===== config.mk =====
export PLATFORM = sky130hd
export DESIGN_NAME = ps2_keyboard_matrix
export DESIGN_NICKNAME = d
export VERILOG_FILES = /design/src/rtl/ps2_kbd_pkg.sv /design/src/rtl/keymap_lookup.sv /design/src/rtl/ps2_intf.sv /design/src/rtl/ps2_keyboard_matrix.sv
export SDC_FILE = /design/constraint.sdc
export NUM_CORES = 1
export LEC_CHECK = 0
export ABC_AREA = 0
export CAP_MARGIN = 15
export CORE_AREA = 2 2 160 162
export DETAILED_ROUTE_END_ITERATION = 8
export DIE_AREA = 0 0 162 164
export PLACE_DENSITY = 0.55
export SETUP_SLACK_MARGIN = 0.15
export SLEW_MARGIN = 20
export SYNTH_ARGS = -nofsm -noshare
export SYNTH_HDL_FRONTEND = slang
export SYNTH_SLANG_ARGS = --single-unit

===== constraint.sdc =====
create_clock -name clk_i -period 8.25 [get_ports clk_i]
set_input_delay 1.65 -clock clk_i [delete_from_list [all_inputs] [get_ports clk_i]]
set_output_delay 1.65 -clock clk_i [all_outputs]
set_load 0.005 [all_outputs]

===== src/rtl/ps2_kbd_pkg.sv =====
// Shared types and constants for the PS/2 keyboard-to-matrix emulator.
// Holds the prefix FSM state enum, special scan-code bytes, modifier select
// encoding, the default matrix geometry and the key-map result payload.
package ps2_kbd_pkg;

  localparam int unsigned IDX_W    = 4;   // row/col index width (up to 16x16)
  localparam int unsigned DEF_ROWS = 8;
  localparam int unsigned DEF_COLS = 8;

  typedef enum logic [2:0] {
    ST_IDLE,
    ST_BRK,
    ST_EXT,
    ST_EXT_BRK,
    ST_SKIP
  } kbd_state_e;

  typedef enum logic [1:0] {
    MOD_SHFT = 2'd0,
    MOD_CTRL = 2'd1,
    MOD_ALT  = 2'd2
  } mod_sel_e;

  localparam logic [7:0] CODE_BRK      = 8'hF0;
  localparam logic [7:0] CODE_EXT      = 8'hE0;
  localparam logic [7:0] CODE_PAUSE    = 8'hE1;
  localparam logic [7:0] CODE_BAT_OK   = 8'hAA;
  localparam logic [7:0] CODE_BAT_FAIL = 8'hFC;
  localparam logic [7:0] CODE_ACK      = 8'hFA;
  localparam logic [7:0] CODE_ECHO     = 8'hEE;
  localparam logic [7:0] CODE_OVR_LO   = 8'h00;
  localparam logic [7:0] CODE_OVR_HI   = 8'hFF;
  localparam logic [7:0] CODE_DEL      = 8'h71;

  // Bytes that follow E1 in the Pause sequence (14 77 E1 F0 14 F0 77)
  localparam logic [2:0] PAUSE_SKIP = 3'd7;

  typedef struct packed {
    logic             hit;
    logic             is_mod;
    mod_sel_e         mod_sel;
    logic [IDX_W-1:0] row;
    logic [IDX_W-1:0] col;
  } keymap_t;

  function automatic keymap_t key_at(input int unsigned r, input int unsigned c);
    keymap_t k;
    k.hit     = 1'b1;
    k.is_mod  = 1'b0;
    k.mod_sel = MOD_SHFT;
    k.row     = IDX_W'(r);
    k.col     = IDX_W'(c);
    return k;
  endfunction

  function automatic keymap_t mod_key(input mod_sel_e m);
    keymap_t k;
    k.hit     = 1'b1;
    k.is_mod  = 1'b1;
    k.mod_sel = m;
    k.row     = '0;
    k.col     = '0;
    return k;
  endfunction

endpackage


===== src/rtl/keymap_lookup.sv =====
// Combinational scan-code set 2 to matrix position table.
// Ports: ext selects the E0 page, code is the scan byte, key returns
// {hit, is_mod, mod_sel, row, col}. E0 arrows and Delete alias the plain
// positions; E0 12 / E0 59 (fake shifts) are deliberately absent.
module keymap_lookup
  import ps2_kbd_pkg::*;
(
  input  logic       ext,
  input  logic [7:0] code,
  output keymap_t    key
);

  always_comb begin
    key = '0;
    if (ext) begin
      case (code)
        8'h6B:   key = key_at(1, 3);
        8'h74:   key = key_at(1, 4);
        8'h75:   key = key_at(1, 5);
        8'h72:   key = key_at(1, 6);
        8'h71:   key = key_at(1, 7);
        8'h14:   key = mod_key(MOD_CTRL);
        8'h11:   key = mod_key(MOD_ALT);
        default: key = '0;
      endcase
    end else begin
      case (code)
        8'h76: key = key_at(0, 0);  8'h05: key = key_at(0, 1);
        8'h06: key = key_at(0, 2);  8'h04: key = key_at(0, 3);
        8'h0C: key = key_at(0, 4);  8'h66: key = key_at(0, 5);
        8'h5A: key = key_at(0, 6);  8'h29: key = key_at(0, 7);
        8'h0E: key = key_at(1, 0);  8'h0D: key = key_at(1, 1);
        8'h58: key = key_at(1, 2);  8'h6B: key = key_at(1, 3);
        8'h74: key = key_at(1, 4);  8'h75: key = key_at(1, 5);
        8'h72: key = key_at(1, 6);  8'h71: key = key_at(1, 7);
        8'h45: key = key_at(2, 0);  8'h16: key = key_at(2, 1);
        8'h1E: key = key_at(2, 2);  8'h26: key = key_at(2, 3);
        8'h25: key = key_at(2, 4);  8'h2E: key = key_at(2, 5);
        8'h36: key = key_at(2, 6);  8'h3D: key = key_at(2, 7);
        8'h3E: key = key_at(3, 0);  8'h46: key = key_at(3, 1);
        8'h4E: key = key_at(3, 2);  8'h55: key = key_at(3, 3);
        8'h15: key = key_at(3, 4);  8'h1D: key = key_at(3, 5);
        8'h24: key = key_at(3, 6);  8'h2D: key = key_at(3, 7);
        8'h2C: key = key_at(4, 0);  8'h1C: key = key_at(4, 1);
        8'h1B: key = key_at(4, 2);  8'h23: key = key_at(4, 3);
        8'h2B: key = key_at(4, 4);  8'h34: key = key_at(4, 5);
        8'h33: key = key_at(4, 6);  8'h3B: key = key_at(4, 7);
        8'h42: key = key_at(5, 0);  8'h4B: key = key_at(5, 1);
        8'h4C: key = key_at(5, 2);  8'h52: key = key_at(5, 3);
        8'h1A: key = key_at(5, 4);  8'h22: key = key_at(5, 5);
        8'h21: key = key_at(5, 6);  8'h2A: key = key_at(5, 7);
        8'h32: key = key_at(6, 0);  8'h31: key = key_at(6, 1);
        8'h3A: key = key_at(6, 2);  8'h41: key = key_at(6, 3);
        8'h49: key = key_at(6, 4);  8'h4A: key = key_at(6, 5);
        8'h35: key = key_at(6, 6);  8'h3C: key = key_at(6, 7);
        8'h43: key = key_at(7, 0);  8'h44: key = key_at(7, 1);
        8'h4D: key = key_at(7, 2);  8'h54: key = key_at(7, 3);
        8'h5B: key = key_at(7, 4);  8'h5D: key = key_at(7, 5);
        8'h0B: key = key_at(7, 6);  8'h83: key = key_at(7, 7);
        8'h12: key = mod_key(MOD_SHFT);
        8'h59: key = mod_key(MOD_SHFT);
        8'h14: key = mod_key(MOD_CTRL);
        8'h11: key = mod_key(MOD_ALT);
        default: key = '0;
      endcase
    end
  end

endmodule


===== src/rtl/ps2_intf.sv =====
// PS/2 device-to-host byte receiver.
// Ports: CLK system clock, nRESET async active-low reset, PS2_CLK/PS2_DATA
// raw PS/2 lines, DATA received byte, VALID one-cycle strobe for a frame
// with correct start, odd parity and stop bits.
module ps2_intf (
  input  logic       CLK,
  input  logic       nRESET,
  input  logic       PS2_CLK,
  input  logic       PS2_DATA,
  output logic [7:0] DATA,
  output logic       VALID
);

  logic [2:0] clk_sync;
  logic [1:0] dat_sync;
  logic [9:0] shift;
  logic [3:0] bit_cnt;
  logic       clk_fall;

  assign clk_fall = clk_sync[2] & ~clk_sync[1];

  // Bits arrive LSB first; after ten shifts shift[0] is the start bit
  always_ff @(posedge CLK or negedge nRESET) begin
    if (!nRESET) begin
      clk_sync <= '1;
      dat_sync <= '1;
      shift    <= '0;
      bit_cnt  <= '0;
      DATA     <= '0;
      VALID    <= 1'b0;
    end else begin
      clk_sync <= {clk_sync[1:0], PS2_CLK};
      dat_sync <= {dat_sync[0], PS2_DATA};
      VALID    <= 1'b0;
      if (clk_fall) begin
        if (bit_cnt == 4'd10) begin
          bit_cnt <= '0;
          if (!shift[0] && dat_sync[1] && (^shift[9:1])) begin
            DATA  <= shift[8:1];
            VALID <= 1'b1;
          end
        end else begin
          shift   <= {dat_sync[1], shift[9:1]};
          bit_cnt <= bit_cnt + 4'd1;
        end
      end
    end
  end

endmodule


===== src/rtl/ps2_keyboard_matrix.sv =====
// PS/2 keyboard to active-low ROWS x COLS key matrix emulator.
// Ports: clk_i, rst_ni (async active-low); addr_i active-low row selects;
// data_o active-low column read (AND of selected rows); key_shft_o,
// key_ctrl_o, key_alt_o active-low modifiers; key_event_o one-cycle change
// pulse; sys_rst_o Ctrl+Alt+Del request; ps2_clk_i/ps2_data_i PS/2 lines.
// Optional macro KBD_RESET_COMBO_EN builds the Ctrl+Alt+Del pulse generator;
// without it sys_rst_o is tied low.
module ps2_keyboard_matrix
  import ps2_kbd_pkg::*;
#(
  parameter int unsigned ROWS           = DEF_ROWS,
  parameter int unsigned COLS           = DEF_COLS,
  parameter int unsigned PREFIX_TIMEOUT = 65535,
  parameter int unsigned RST_PULSE      = 16
) (
  input  logic            clk_i,
  input  logic            rst_ni,
  input  logic [ROWS-1:0] addr_i,
  output logic [COLS-1:0] data_o,
  output logic            key_shft_o,
  output logic            key_ctrl_o,
  output logic            key_alt_o,
  output logic            key_event_o,
  output logic            sys_rst_o,
  input  logic            ps2_clk_i,
  input  logic            ps2_data_i
);

  localparam int unsigned TMO_W = $clog2(PREFIX_TIMEOUT + 1);

  logic [7:0]                 ps2_byte;
  logic                       ps2_valid;
  kbd_state_e                 state_q, state_d;
  logic [2:0]                 skip_q, skip_d;
  logic [TMO_W-1:0]           tmo_q, tmo_d;
  logic [ROWS-1:0][COLS-1:0]  matrix_q, matrix_d;
  logic                       shft_q, shft_d, ctrl_q, ctrl_d, alt_q, alt_d;
  logic                       event_q, event_d;
  logic                       lookup_ext;
  keymap_t                    key_c;
  logic                       key_apply, key_make, clear_all;

  ps2_intf u_ps2_intf (
    .CLK      (clk_i),
    .nRESET   (rst_ni),
    .PS2_CLK  (ps2_clk_i),
    .PS2_DATA (ps2_data_i),
    .DATA     (ps2_byte),
    .VALID    (ps2_valid)
  );

  assign lookup_ext = (state_q == ST_EXT) || (state_q == ST_EXT_BRK);

  keymap_lookup u_keymap_lookup (
    .ext  (lookup_ext),
    .code (ps2_byte),
    .key  (key_c)
  );

  // Prefix FSM, timeout and matrix/modifier next state
  always_comb begin
    state_d   = state_q;
    skip_d    = skip_q;
    matrix_d  = matrix_q;
    shft_d    = shft_q;
    ctrl_d    = ctrl_q;
    alt_d     = alt_q;
    key_apply = 1'b0;
    key_make  = 1'b0;
    clear_all = 1'b0;
    tmo_d     = (ps2_valid || state_q == ST_IDLE) ? '0 : tmo_q + TMO_W'(1);

    if (ps2_valid) begin
      case (state_q)
        ST_IDLE: begin
          if (ps2_byte == CODE_BRK) begin
            state_d = ST_BRK;
          end else if (ps2_byte == CODE_EXT) begin
            state_d = ST_EXT;
          end else if (ps2_byte == CODE_PAUSE) begin
            state_d = ST_SKIP;
            skip_d  = PAUSE_SKIP;
          end else if (ps2_byte == CODE_BAT_OK || ps2_byte == CODE_BAT_FAIL ||
                       ps2_byte == CODE_OVR_LO || ps2_byte == CODE_OVR_HI) begin
            clear_all = 1'b1;
          end else if (ps2_byte != CODE_ACK && ps2_byte != CODE_ECHO) begin
            key_apply = 1'b1;
            key_make  = 1'b1;
          end
        end
        ST_BRK: begin
          key_apply = 1'b1;
          state_d   = ST_IDLE;
        end
        ST_EXT: begin
          if (ps2_byte == CODE_BRK) begin
            state_d = ST_EXT_BRK;
          end else begin
            key_apply = 1'b1;
            key_make  = 1'b1;
            state_d   = ST_IDLE;
          end
        end
        ST_EXT_BRK: begin
          key_apply = 1'b1;
          state_d   = ST_IDLE;
        end
        ST_SKIP: begin
          skip_d = skip_q - 3'd1;
          if (skip_q == 3'd1) state_d = ST_IDLE;
        end
        default: state_d = ST_IDLE;
      endcase
    end else if (state_q != ST_IDLE && tmo_q == TMO_W'(PREFIX_TIMEOUT - 1)) begin
      state_d = ST_IDLE;
    end

    // Make drives the stored bit low, break drives it high
    if (key_apply && key_c.hit) begin
      if (key_c.is_mod) begin
        case (key_c.mod_sel)
          MOD_SHFT: shft_d = ~key_make;
          MOD_CTRL: ctrl_d = ~key_make;
          MOD_ALT:  alt_d  = ~key_make;
          default:  ;
        endcase
      end else begin
        for (int r = 0; r < ROWS; r++) begin
          for (int c = 0; c < COLS; c++) begin
            if (key_c.row == IDX_W'(r) && key_c.col == IDX_W'(c)) begin
              matrix_d[r][c] = ~key_make;
            end
          end
        end
      end
    end

    if (clear_all) begin
      matrix_d = '1;
      shft_d   = 1'b1;
      ctrl_d   = 1'b1;
      alt_d    = 1'b1;
    end

    event_d = (matrix_d != matrix_q) ||
              ({shft_d, ctrl_d, alt_d} != {shft_q, ctrl_q, alt_q});
  end

  always_ff @(posedge clk_i or negedge rst_ni) begin
    if (!rst_ni) begin
      state_q  <= ST_IDLE;
      skip_q   <= '0;
      tmo_q    <= '0;
      matrix_q <= '1;
      shft_q   <= 1'b1;
      ctrl_q   <= 1'b1;
      alt_q    <= 1'b1;
      event_q  <= 1'b0;
    end else begin
      state_q  <= state_d;
      skip_q   <= skip_d;
      tmo_q    <= tmo_d;
      matrix_q <= matrix_d;
      shft_q   <= shft_d;
      ctrl_q   <= ctrl_d;
      alt_q    <= alt_d;
      event_q  <= event_d;
    end
  end

  assign key_shft_o  = shft_q;
  assign key_ctrl_o  = ctrl_q;
  assign key_alt_o   = alt_q;
  assign key_event_o = event_q;

  // Column read: AND of every selected (low) row
  always_comb begin
    data_o = '1;
    for (int r = 0; r < ROWS; r++) begin
      if (!addr_i[r]) data_o = data_o & matrix_q[r];
    end
  end

`ifdef KBD_RESET_COMBO_EN
  localparam int unsigned RCNT_W = (RST_PULSE > 1) ? $clog2(RST_PULSE) : 1;

  logic [RCNT_W-1:0] rst_cnt_q;
  logic              sys_rst_q;
  logic              combo_c;

  // Delete make with both ctrl and alt already held
  assign combo_c = key_apply && key_make && (ps2_byte == CODE_DEL) && !ctrl_q && !alt_q;

  // Pulse of RST_PULSE cycles; a retrigger reloads the counter
  always_ff @(posedge clk_i or negedge rst_ni) begin
    if (!rst_ni) begin
      rst_cnt_q <= '0;
      sys_rst_q <= 1'b0;
    end else if (combo_c) begin
      rst_cnt_q <= RCNT_W'(RST_PULSE - 1);
      sys_rst_q <= 1'b1;
    end else if (rst_cnt_q != '0) begin
      rst_cnt_q <= rst_cnt_q - RCNT_W'(1);
    end else begin
      sys_rst_q <= 1'b0;
    end
  end

  assign sys_rst_o = sys_rst_q;
`else
  logic unused_rst_pulse;
  assign unused_rst_pulse = (RST_PULSE == 0);
  assign sys_rst_o        = 1'b0;
`endif

endmodule


Word-level counts from Yosys, hierarchy flattened
Memories as Yosys holds them, arrays and structs flattened.
Cells that the tools add are included.
Operators by class
  $add $sub $neg: 3
  equality and inequality tests: 45
  mux-type cells: 122
  bitwise operators: 11
  reductions and logical operators: 90
Operators by type and width (number)
  64-bit 2-to-1 mux: 3
  1-bit 2-to-1 mux: 93
  12-bit case mux with 7 select lines: 1
  1-bit logical AND: 69
  8-bit 2-to-1 mux: 8
  64-bit != test: 1
  8-bit AND: 7
  8-bit == test (second input constant): 6
  8-bit by 7-bit == test with 1-bit output (second input constant): 5
  4-bit by 3-bit == test with 1-bit output (second input constant): 8
  3-bit 2-to-1 mux: 9
  16-bit by 1-bit adder with 16-bit output (second input constant): 1
  16-bit == test (second input constant): 1
  4-bit by 2-bit == test with 1-bit output (second input constant): 4
  8-bit by 5-bit == test with 1-bit output (second input constant): 2
  16-bit 2-to-1 mux: 1
  8-bit != test (second input constant): 2
  12-bit 2-to-1 mux: 1
  3-bit case mux with 3 select lines: 1
  9-bit parity: 1
  4-bit by 1-bit == test with 1-bit output (second input constant): 2
  4-bit zero test: 2
  8-bit zero test: 1
  3-bit by 1-bit == test with 1-bit output (second input constant): 2
  29 further kinds: 40
Storage, ports and cells
  bits in registers: 118
  bits in read-only memories: 2560
  input bits: 12
  output and inout bits: 13
  word-level logic and storage cells: 293
  memories: 1
Memories
  (name not given): depth 256, width 10, read ports 1, clocked after Yosys merged registers in 0, write ports 0, line keymap_lookup.sv:27  | case (code)

Depth between registers and ports, before layout
Gate-level depths: netlist of the first run.
  depth in word-level cells: 17
  gate-level depth with buffers: 19
  gate-level depth less buffers: 14

By module
Synthesis of the first run repeated with hierarchy kept, for this count alone.
Second synthesis, totals
  cell total of the unflattened synthesis: 1102
  area, all modules: 9091.2 µm²
By module, submodules not included
  ps2_keyboard_matrix: instances 1, cells each 796, area each 6433.7 µm², sequential area each 2336.0 µm²
  keymap_lookup: instances 1, cells each 232, area each 1517.7 µm², sequential area each 0.0 µm²
  ps2_intf: instances 1, cells each 74, area each 1139.8 µm², sequential area each 706.9 µm²

Worst setup path after synthesis of the first run
No wires, ideal clock.
  path type: register -> register
  from: register u_ps2_intf.DATA[1]
  to: register event_q, in the netlist key_event_o
  library setup time: 0.133 ns
  arrival time: 4.026 ns
  required time: 8.117 ns
  path slack: 4.091 ns
  stages on the path, launching flop included: 17
  path buffers: 2
  period minus slack after synthesis: 4.159 ns
  path through: dfrtp_1 -> buf_2 -> inv_1 -> ha_1 -> clkbuf_1 -> or2_2 -> and3_1 -> a2111oi_1 -> o41a_1 -> nor4_2 -> and3_1 -> nand2_1 -> nor3_1 -> or4_1 -> or4_1 -> and4b_1 -> nand4_1
On the way
  cells in the longest elaborated chain, start to end: 17
  elaborated cells on any way between the ends: 206
  classes of those cells: eq/ne (33); mux (97); bitwise (1); reduce/logical (74); memory (1)
RTL lines
  from (decl): line ps2_intf.sv:10  | output logic [7:0] DATA,
  from (signal assigned): line ps2_intf.sv:39  | DATA <= shift[8:1];
  parallel branches: the longest is 16 deep, another holds memory 256 x 10 bit
  1-bit logical OR *: line ps2_keyboard_matrix.sv:145  | event_d = (matrix_d != matrix_q) ||
  net event_d: line ps2_keyboard_matrix.sv:38  | logic event_q, event_d;
  to (signal assigned): line ps2_keyboard_matrix.sv:167  | event_q <= event_d;
  to (decl): line ps2_keyboard_matrix.sv:38
Mark *: on every way through the listed nets, which the timed path passes.
A chain may end at the register's enable or synchronous reset.

Worst setup path in the final report of the first run
Same ends and word-level chain as after synthesis.

==> results of run 1 <==
==> worst max-delay path: cells and delay by family, from the launching register on <==
kind | cells | cell delay [ns]
AOI/OAI and AO/OA | 5 | 1.83
DFF | 1 | 0.59
adders and majority gates | 1 | 0.45
buffers and inverters | 1 | 0.25
and+or+nand+nor | 7 | 2.20
==> layout make-up <==
class                           count  area (um^2)
Clock inverter                     15          179
Multi-Input combinational cell    823         5240
Sequential cell                   118         3040
Tap cell                          330          413
Fill cell                        2578        15100
Clock buffer                       17          425
Timing Repair Buffer               43          378
Inverter                           19         71.3
==> cells in the final DEF (no fill, tap or decap), drive strengths merged, types with 13 or more instances in the layout <==
master	netlist	routed
a31oi	13	13
nand2b	20	20
clkdlybuf4s50	0	22
o21ai	86	86
nor2	65	65
ha	14	14
clkbuf	67	17
nand2	119	119
o211ai	33	33
nand3	39	39
buf	29	21
o311ai	30	30
nor2b	13	13
dfstp	72	72
dfrtp	46	46
nor3	40	40
mux2	15	15
o22ai	40	40
inv	18	27
nor4	24	24
nand4	33	33
and3	15	15
a21oi	28	28
==> metrics by stage <==
stage | utilization, % | std cells
after CTS | 39.3 | 1365
after global routing | 39.3 | 1365
after floorplan | - | 1056
final | 39.3 | 1365
after global placement | 36.9 | 1333
after detailed placement | 36.9 | 1333
==> state kept, by name (all words and copies together), names as in the netlist <==
signal               cells
key_event_o              1
key_alt_o                1
matrix_q                64
skip_q                   3
u_ps2_intf.shift        10
u_ps2_intf.DATA          8
state_q                  3
u_ps2_intf.bit_cnt       4
tmo_q                   16
key_shft_o               1
u_ps2_intf.VALID         1
u_ps2_intf.dat_sync      2
key_ctrl_o               1
u_ps2_intf.clk_sync      3
==> cells by family (layout without fill, tap and decap cells) <==
kind of cell / count (synthesis) / count (layout) / synth area share (%)
AOI/OAI and AO/OA: 325 / 325 / 26.0
buffers and inverters: 115 / 94 / 5.90
xor gates and xnor gates: 24 / 24 / 2.39
and+or+nand+nor: 432 / 432 / 25.7
DFF: 118 / 118 / 34.6
muxes: 27 / 27 / 3.43
adders and majority gates: 14 / 14 / 1.99
other: 1 / 1 / 0.0426
==> power groups by stage <==
| stage | Combinational [mW] | Sequential [mW] | Clock, mW |
|---|---|---|---|
| 5_1_grt | 1.49 | 1.24 | 0.820 |
| 6_report | 1.37 | 1.23 | 0.782 |
| 3_3_place_gp | 1.34 | 1.23 | 0 |
| 2_1_floorplan | 1.05 | 0.996 | 0 |
| 4_1_cts | 1.34 | 1.21 | 0.798 |
| 3_5_place_dp | 1.33 | 1.21 | 0 |
==> worst max path at each step <==
stage | startpoint | to | slack (ns) | depth (start not counted)
finish | u_ps2_intf.DATA[1]$_DFFE_PN0P_ | key_event_o$_DFF_PN0_ | 2.78 | 14
global route | u_ps2_intf.DATA[2]$_DFFE_PN0P_ | key_event_o$_DFF_PN0_ | 2.51 | 13
CTS | u_ps2_intf.DATA[1]$_DFFE_PN0P_ | key_event_o$_DFF_PN0_ | 2.86 | 14
detailed placement | u_ps2_intf.DATA[1]$_DFFE_PN0P_ | key_event_o$_DFF_PN0_ | 2.90 | 14
global placement | u_ps2_intf.DATA[1]$_DFFE_PN0P_ | key_event_o$_DFF_PN0_ | 2.90 | 14
floorplan | u_ps2_intf.DATA[1]$_DFFE_PN0P_ | key_event_o$_DFF_PN0_ | 4.09 | 16
==> layer usage <==
layer | global-route usage (%) | up-vias | wire (um)
met5 | 0 | - | 0
met1 | 35.8 | 4260 | 14600
li1 | - | 3990 | -
met2 | 40.6 | 568 | 15100
met4 | 12.4 | 0 | 1690
met3 | 6.09 | 131 | 3500
==> summary.md, run 1 <==
| Metric | Value |
|---|---|
| Unique masters post-synth | 88 |
| Power Internal | 1.78 mW |
| Total Wirelength | 34900 um |
| DRT iter0 DRCs | 1325 |
| Minimum clock period | 5.47 ns |
| Hold Path End | u_ps2_intf.clk_sync[1]$_DFF_PN1_ |
| Post-synth top flop | dfstp_2 |
| Gate power share | 40.5% |
| # rows | 58 |
| Sequential Power Share | 36.4% |
| Syn_nets | 1082 |
| Max_cap viols | 0 |
| Ranking of synthesized cells by area | dfstp_2 (22%), dfrtp_1 (13%), nand2_1 (5.0%) |
| Fin crit share | 66.3% |
| Dpl cell area | 0.00915 mm^2 |
| R2R depth | 14 |
| Sw Ratio | 47.4% |
| Setup Buffers After CTS | 0 |
| Hold Path Origin | u_ps2_intf.clk_sync[0]$_DFF_PN1_ |
| Final nets | 1048 |
| GRT Util Overall | 26.6% |
| Share of the synthesized area in the top cell type | 21.5% |
| Die area | 0.0266 mm^2 |
| Arrival @ worst endpoint | 5.77 ns |
| Core footprint | 0.0248 mm^2 |
| FF-to-FF setup slack | 2.78 ns |
| Crit. End Element | flop |
| Pwr dens | 348 mW/mm^2 |
| TritonCTS Sinks | 118 |
| DR vias | 8949 |
| # DRC | 0 |
| RSZ-0062 raised after global routing | false |
| Crit path cell chain | inv_1, ha_1, a21boi_0, nand4_1, and3_4, a211oi_2, o22ai_1, and2_1, a32oi_1, a31oi_1, or4_1, or4_1, and4b_1, nand4_1 |
| Hold buffers post-CTS | 0 |
| Cts repair resizes | 0 |
| P&R area growth vs syn | 10.8% |
| Vias per cell | 6.56 |
| Pin count of the biggest net entering global routing | 70 |
| P_leak | 3.28 nW |
| FMAX | 0.183 GHz |
| Ports | 25 |
| Slowest stage delay, CP | 0.66 ns |
| Most instantiated cells after synthesis | nand2_1 (118), o21ai_0 (85), dfstp_2 (72), clkbuf_1 (67), nor2_1 (64) |
| Worst Skew | 0.0170 ns |
| Cell taking the most area after synthesis | dfstp_2 |
| Clock Tree Buf Depth | 2 |
| Clock power share | 23.1% |
| Vias in the first global route | 8622 |
| Reg2reg start | u_ps2_intf.DATA[1]$_DFFE_PN0P_ |
| Synthesized area | 0.00880 mm^2 |
| Register area share after synthesis | 34.6% |
| Slew Viols, Final | 0 |
| Status | complete, no violations |
| Total negative slack | 0 ns |
| Avg Cell Area, Syn | 8.33 um^2 |
| CTS Root Buffer Type | clkbuf_16 |
| HPWL Detailed | 24100 um |
| Clock transition time at the flip-flop clock pins of the worst setup and hold paths | 0.07 ns |
| Number of diodes | 0 |
| Count leader, synth | nand2_1 |
| WL/cell | 25.6 um |
| CTS tree | yes |
| Min-delay worst type | flop to flop |
| Antenna violations before repair | 0 |
| Startpoint types | flop |
| DRT Pass-1 Iters | 6 |
| WS Path Type | flop to flop |
| CP Data Required Time | 8.55 ns |
| Die X | 162 um |
| Placer Congestion | 1.02 |
| Number of enable flip-flop cells after synthesis | 0 |
| Worst-Margin Slew | 1.07 ns |
| #FFs+latches synth | 118 |
| First-pass GRT wire length | 53800 um |
| Final Hold Fails | 0 |
| Initial Util | 35.5% |
| P_sw | 1.61 mW |
| TritonCTS Buffers | 17 |
| Power Total | 3.39 mW |
| Yosys warning count | 0 |
| WHS Path Cells | 0 |
| Routed Antenna Nets | 0 |
| Worst r2r dst | key_event_o$_DFF_PN0_ |
| Final WS setup | 2.78 ns |
| Worst VDD drop | 0.130 mV |
| Crit-path slowest cell | a211oi_2 |
| Hold WS | 0.357 ns |
| Post-synth ARST share | 100% |
| Die H | 164 um |
| Max transition margin | 28.4% |
| Setup WS pre-CTS | 2.90 ns |
| Clk Latency, worst-skew pair | 0.44 ns |
| Fraction of layout cells with a size suffix above 1 | 16.2% |
| H-tree Lvls | 4 |
| Final setup violation count | 0 |
| Post-synthesis cell count | 1056 |
| Cell area after layout | 0.00975 mm^2 |
| Critical Path Fanout Max | 14 |
| GRT Residual Overflow | 0 |
| Buffers on Ports | 23 |
No activity file was read; power rests on OpenSTA's default activity.
==> inputs of run 2 (changes only) <==
- clock period: 8.25 -> 5.4 ns (I/O delays scaled with it)
==> summary.md, run 2 (synthesis gave the netlist of run 1 again) <==
| Metric | Value |
|---|---|
| Status | complete, no violations |
| DRT Pass-1 Iters | 7 |
| Final setup violation count | 0 |
| Vias in the first global route | 8712 |
| Crit-path slowest cell | a2111oi_0 |
| Worst-Margin Slew | 1.04 ns |
| Min-delay worst type | flop to flop |
| Crit path launch | u_ps2_intf.DATA[1]$_DFFE_PN0P_ |
| P_leak | 3.43 nW |
| P&R area growth vs syn | 13.4% |
| First-pass GRT wire length | 55600 um |
| FMAX | 0.195 GHz |
| WL/cell | 25.7 um |
| Fin crit share | 95.1% |
| Clock transition time at the flip-flop clock pins of the worst setup and hold paths | 0.07 ns |
| Arrival @ worst endpoint | 5.44 ns |
| Reg2reg start | u_ps2_intf.DATA[1]$_DFFE_PN0P_ |
| TritonCTS Sinks | 118 |
| Hold buffers post-CTS | 0 |
| Hold Path End | u_ps2_intf.dat_sync[1]$_DFF_PN1_ |
| Crit path cell chain | inv_1, ha_2, or3b_4, and3_1, o41ai_1, nand3_1, and3_1, a22oi_1, nor3_1, a2111oi_0, nor4bb_1, and4b_1, nand4_1 |
| Slew Viols, Final | 0 |
| Setup WS pre-CTS | 0.496 ns |
| Non-filler instance count after layout | 1398 |
| Max transition margin | 30.4% |
| Commonest non-fill, non-tap cells in the layout | nand2_1 (118), o21ai_0 (85), dfstp_2 (72), nor2_1 (64), buf_4 (54) |
| Fraction of layout cells with a size suffix above 1 | 18.9% |
| Vias per cell | 6.57 |
| Commonest non-fill, non-tap cell in the layout | nand2_1 |
| Routed Antenna Nets | 0 |
| GRT Util Overall | 27.6% |
| Die X | 162 um |
| Top delay family on crit path | simple AND/OR/NAND/NOR gates |
| HPWL Detailed | 25200 um |
| Die area | 0.0266 mm^2 |
| CP Data Required Time | 5.71 ns |
| WS Path Type | flop to flop |
| DRT iter0 DRCs | 1161 |
| Clk Latency, worst-skew pair | 0.44 ns |
| Max_cap viols | 0 |
| CTS tree | yes |
| # DRC | 0 |
| Cells after DPL | 1366 |
| Core footprint | 0.0248 mm^2 |
| Final WS setup | 0.266 ns |
| H-tree Lvls | 4 |
| DR vias | 9181 |
| WHS Path Cells | 0 |
| Hold Path Origin | u_ps2_intf.dat_sync[0]$_DFF_PN1_ |
| Setup Buffers After CTS | 0 |
| Number of flip-flops in the largest register | 64 |
| Startpoint types | flop |
| Total Wirelength | 36000 um |
| Register with the most flip-flops | matrix_q |
| Slowest stage delay, CP | 0.76 ns |
| Die H | 164 um |
| Critical Path Fanout Max | 14 |
| Ports | 25 |
| # rows | 58 |
| Pin count of the biggest net entering global routing | 69 |
| Total negative slack | 0 ns |
| Placer Congestion | 1.08 |
| Regs by FF count | matrix_q x64, tmo_q x16, u_ps2_intf.shift x10 |
| Worst r2r dst | key_event_o$_DFF_PN0_ |
| Hold WS | 0.357 ns |
| FF-to-FF setup slack | 0.27 ns |
| Clock Tree Buf Depth | 2 |
| Cell seen most often among critical-path stages | and3_1 |
| Worst Skew | 0.0177 ns |
| RSZ-0062 raised after global routing | false |
| Number of diodes | 0 |
| Antenna violations before repair | 0 |
| Pwr dens | 530 mW/mm^2 |
| R2R depth | 13 |
| Buffers on Ports | 23 |
| Worst VDD drop | 0.276 mV |
| Power Total | 5.29 mW |
| Final Hold Fails | 0 |
| Initial Util | 35.5% |
| CP Buf/Inv Count | 1 |
| Final nets | 1081 |
| Crit. End Element | flop |
| GRT Residual Overflow | 0 |
| TritonCTS Buffers | 17 |
| CTS Root Buffer Type | clkbuf_16 |
| Minimum clock period | 5.13 ns |
==> run 2: cell types whose count changed in the layout (fill, tap and decap cells not counted), sizes merged <==
cell | before | now
clkbuf | 17 | 18
clkinv | 5 | 7
inv | 27 | 24
buf | 21 | 54
==> run 2: worst reg2reg max path, cell delays in order (launching register included) <==
cell	delay (ns)
dfrtp_1	0.37
inv_1	0.25
ha_2	0.46
or3b_4	0.47
and3_1	0.20
o41ai_1	0.55
nand3_1	0.48
and3_1	0.45
a22oi_1	0.26
nor3_1	0.06
a2111oi_0	0.76
nor4bb_1	0.37
and4b_1	0.24
nand4_1	0.08
==> run 2: worst max path at each step <==
| stage | end | slack, ns | depth (start not counted) |
|---|---|---|---|
| 2_1_floorplan | key_event_o$_DFF_PN0_ | 1.24 | 16 |
| 3_3_place_gp | key_event_o$_DFF_PN0_ | 0.22 | 13 |
| 3_5_place_dp | key_event_o$_DFF_PN0_ | 0.50 | 13 |
| 4_1_cts | key_event_o$_DFF_PN0_ | 0.45 | 13 |
| 5_1_grt | key_event_o$_DFF_PN0_ | 0.19 | 14 |
| 6_report | key_event_o$_DFF_PN0_ | 0.27 | 13 |
==> run 2: per-stage QoR <==
| stage | utilization, % | area (um^2) |
|---|---|---|
| 2_1_floorplan | - | 8800 |
| 3_3_place_gp | 37.9 | 9400 |
| 3_5_place_dp | 37.9 | 9400 |
| 4_1_cts | 40.2 | 9970 |
| 5_1_grt | 40.2 | 9980 |
| 6_report | 40.2 | 9980 |
==> run 2: what timing repair did <==
| action | CTS | global route |
|---|---|---|
| gates resized for setup | 0 | 1 |
| endpoints found under the setup margin | 0 | 1 |
| hold endpoints to repair | 0 | 0 |
==> run 2: final cells by class <==
cell class | count | area [um^2]
Multi-Input combinational cell | 823 | 5250
Timing Repair Buffer | 76 | 626
Tap cell | 330 | 413
Inverter | 19 | 71.3
Sequential cell | 118 | 3040
Fill cell | 2553 | 14800
Clock buffer | 18 | 439
Clock inverter | 14 | 140
==> run 2: report_power, final <==
part | total [mW] | leakage [nW] | switching [mW] | internal [mW]
combinational | 2.29 | 1.79 | 1.42 | 0.866
clock | 1.14 | 0.285 | 0.482 | 0.658
sequential | 1.86 | 1.36 | 0.568 | 1.30
total | 5.29 | 3.43 | 2.47 | 2.82
==> run 2: routing by layer <==
layer	part of all wire (%)	wire length [um]	track usage, %	vias to the layer above
met5	0	0	0	-
met4	4.3	1550	10.6	0
met3	9.9	3570	5.43	141
met2	43	15300	41.1	575
met1	43	15600	39.4	4408
li1	-	-	-	4057
==> inputs of run 3 (changes only) <==
- CORE_AREA: 2 2 160 162 -> 2 2 162 164
- DIE_AREA: 0 0 162 164 -> 0 0 164 166
- SKIP_LAST_GASP: unset -> 1
- SYNTH_HIERARCHICAL: unset -> 1
==> summary.md, run 3 <==
| Metric | Value |
|---|---|
| Synthesized area | 0.00909 mm^2 |
| Worst VDD drop | 0.236 mV |
| Commonest non-fill, non-tap cell in the layout | nand2_1 |
| Final nets | 1133 |
| TritonCTS Sinks | 118 |
| P_leak | 3.66 nW |
| Number of diodes | 0 |
| Min-delay worst type | flop to flop |
| R2R depth | 16 |
| TritonCTS Buffers | 17 |
| #FFs+latches synth | 118 |
| HPWL Detailed | 26900 um |
| Clock Tree Buf Depth | 2 |
| P&R area growth vs syn | 12.7% |
| Number of enable flip-flop cells after synthesis | 0 |
| Ports | 25 |
| Count leader, synth | nand2_1 |
| Vias per cell | 6.48 |
| CTS tree | yes |
| First-pass GRT wire length | 57400 um |
| Clk Latency, worst-skew pair | 0.43 ns |
| Register area share after synthesis | 33.5% |
| Placer Congestion | 1.03 |
| CTS Root Buffer Type | clkbuf_16 |
| Post-synthesis cell count | 1102 |
| Crit. End Element | flop |
| Core footprint | 0.0256 mm^2 |
| Final setup violation count | 0 |
| Number of flip-flops in the largest register | 64 |
| Cell taking the most area after synthesis | dfstp_2 |
| Antenna violations before repair | 0 |
| Avg Cell Area, Syn | 8.25 um^2 |
| Hold buffers post-CTS | 0 |
| Total negative slack | 0 ns |
| Routed Antenna Nets | 0 |
| Critical Path Fanout Max | 14 |
| DRT Pass-1 Iters | 6 |
| Max_cap viols | 0 |
| DRT iter0 DRCs | 1570 |
| Max transition margin | 33.4% |
| Die H | 166 um |
| CP Data Required Time | 5.75 ns |
| Pin count of the biggest net entering global routing | 56 |
| FMAX | 0.198 GHz |
| WHS Path Cells | 0 |
| WL/cell | 26.0 um |
| H-tree Lvls | 4 |
| Initial Util | 35.5% |
| Slew Viols, Final | 0 |
| Worst Skew | 0.0141 ns |
| Register with the most flip-flops | matrix_q |
| Fraction of layout cells with a size suffix above 1 | 19.3% |
| # rows | 59 |
| RSZ-0062 raised after global routing | false |
| Ranking of synthesized cells by area | dfstp_2 (21%), dfrtp_1 (13%), nand2_1 (5.8%) |
| Share of the synthesized area in the top cell type | 20.8% |
| Fin crit share | 93.4% |
| GRT Residual Overflow | 0 |
| Clock transition time at the flip-flop clock pins of the worst setup and hold paths | 0.06 ns |
| Non-filler instance count after layout | 1453 |
| Post-synth ARST share | 100% |
| Post-synth top flop | dfstp_2 |
| WS Path Type | flop to flop |
| Unique masters post-synth | 110 |
| Setup Buffers After CTS | 0 |
| Yosys warning count | 6 |
| Final Hold Fails | 0 |
| GRT Util Overall | 27.9% |
| Vias in the first global route | 8825 |
| Pwr dens | 426 mW/mm^2 |
| Total Wirelength | 37800 um |
| Arrival @ worst endpoint | 5.40 ns |
| Die X | 164 um |
| Status | complete, no violations |
| Worst-Margin Slew | 0.989 ns |
| Buffers on Ports | 23 |
| Cells after DPL | 1421 |
| # DRC | 0 |
| Startpoint types | flop |
| Minimum clock period | 5.04 ns |
| DR vias | 9410 |
| Cts repair resizes | 0 |
| Die area | 0.0272 mm^2 |
| Most instantiated cells after synthesis | nand2_1 (141), o21ai_0 (86), nor2_1 (85), dfstp_2 (72), nor3_1 (54) |
| Commonest non-fill, non-tap cells in the layout | nand2_1 (141), o21ai_0 (86), nor2_1 (85), dfstp_2 (72), nor3_1 (54) |
| Regs by FF count | matrix_q x64, tmo_q x16, u_ps2_intf/shift x10 |
[run 3: power breakdown]
part	internal [mW]	switching, mW	total (mW)
logic	0.738	1.26	1.99
registers	0.993	0.185	1.18
clock network	0.705	0.485	1.19
total	2.44	1.93	4.36
[run 3: worst paths after layout]
| path | start | to | slack [ns] |
|---|---|---|---|
| min reg2reg | u_ps2_intf/dat_sync[0]$_DFF_PN1_ | u_ps2_intf/dat_sync[1]$_DFF_PN1_ | 0.36 |
| min | u_ps2_intf/dat_sync[0]$_DFF_PN1_ | u_ps2_intf/dat_sync[1]$_DFF_PN1_ | 0.36 |
| max in group asynchronous | rst_ni | key_event_o$_DFF_PN0_ | 3.82 |
| max | u_ps2_intf/DATA[0]$_DFFE_PN0P_ | key_event_o$_DFF_PN0_ | 0.36 |
| min in group asynchronous | rst_ni | u_ps2_intf/bit_cnt[2]$_DFFE_PN0P_ | 0.57 |
| max reg2reg | u_ps2_intf/DATA[0]$_DFFE_PN0P_ | key_event_o$_DFF_PN0_ | 0.36 |
[run 3: kinds of logic after synthesis]
group	synth area share, %
fa+ha+maj	2.20
simple gates	26.8
other cells	0.0826
xor+xnor	2.42
flops	33.5
mux	4.03
compound gates	25.2
buf+inv	5.75
[run 3: routing by layer]
metal	vias to the layer above	GRT usage, %	share of wire (%)
met5	-	0	0
met4	0	12.2	4.8
met3	137	5.92	10
met2	627	38.7	41
met1	4483	41.3	44
li1	4163	-	-
[run 3: critical path, stage by stage, from the launching register on]
cell,delay (ns)
dfrtp_1,0.66
inv_1,0.26
ha_1,0.55
nand2b_1,0.26
a21oi_1,0.20
a311oi_1,0.08
nor4_1,0.43
o31a_1,0.26
nor3b_1,0.50
nand3_1,0.37
buf_4,0.32
or4_1,0.51
o31ai_1,0.13
nand2_1,0.17
nand4_1,0.14
nor4_1,0.05
nand4_1,0.08
[run 3: area by class of cell]
cell class	instances	area (um^2)
fillers	2580	15400
inverters	13	48.8
multi-input cells	887	5540
flip-flops and latches	118	3040
repair buffers	68	591
well taps	335	419
clock buffers	18	439
clock inverters	14	164
[run 3: stage by stage]
step / setup WS, ns / util (%) / cell area (um^2) / total power [mW] / hold WS, ns
2_1_floorplan: 1.40 / - / 9090 / 2.58 / 0.345
3_3_place_gp: 0.613 / 37.6 / 9640 / 3.15 / 0.348
3_5_place_dp: 0.590 / 37.7 / 9650 / 3.11 / 0.348
4_1_cts: 0.556 / 40.0 / 10200 / 4.32 / 0.358
5_1_grt: 0.217 / 40.0 / 10200 / 4.56 / 0.360
6_report: 0.355 / 40.0 / 10200 / 4.36 / 0.357
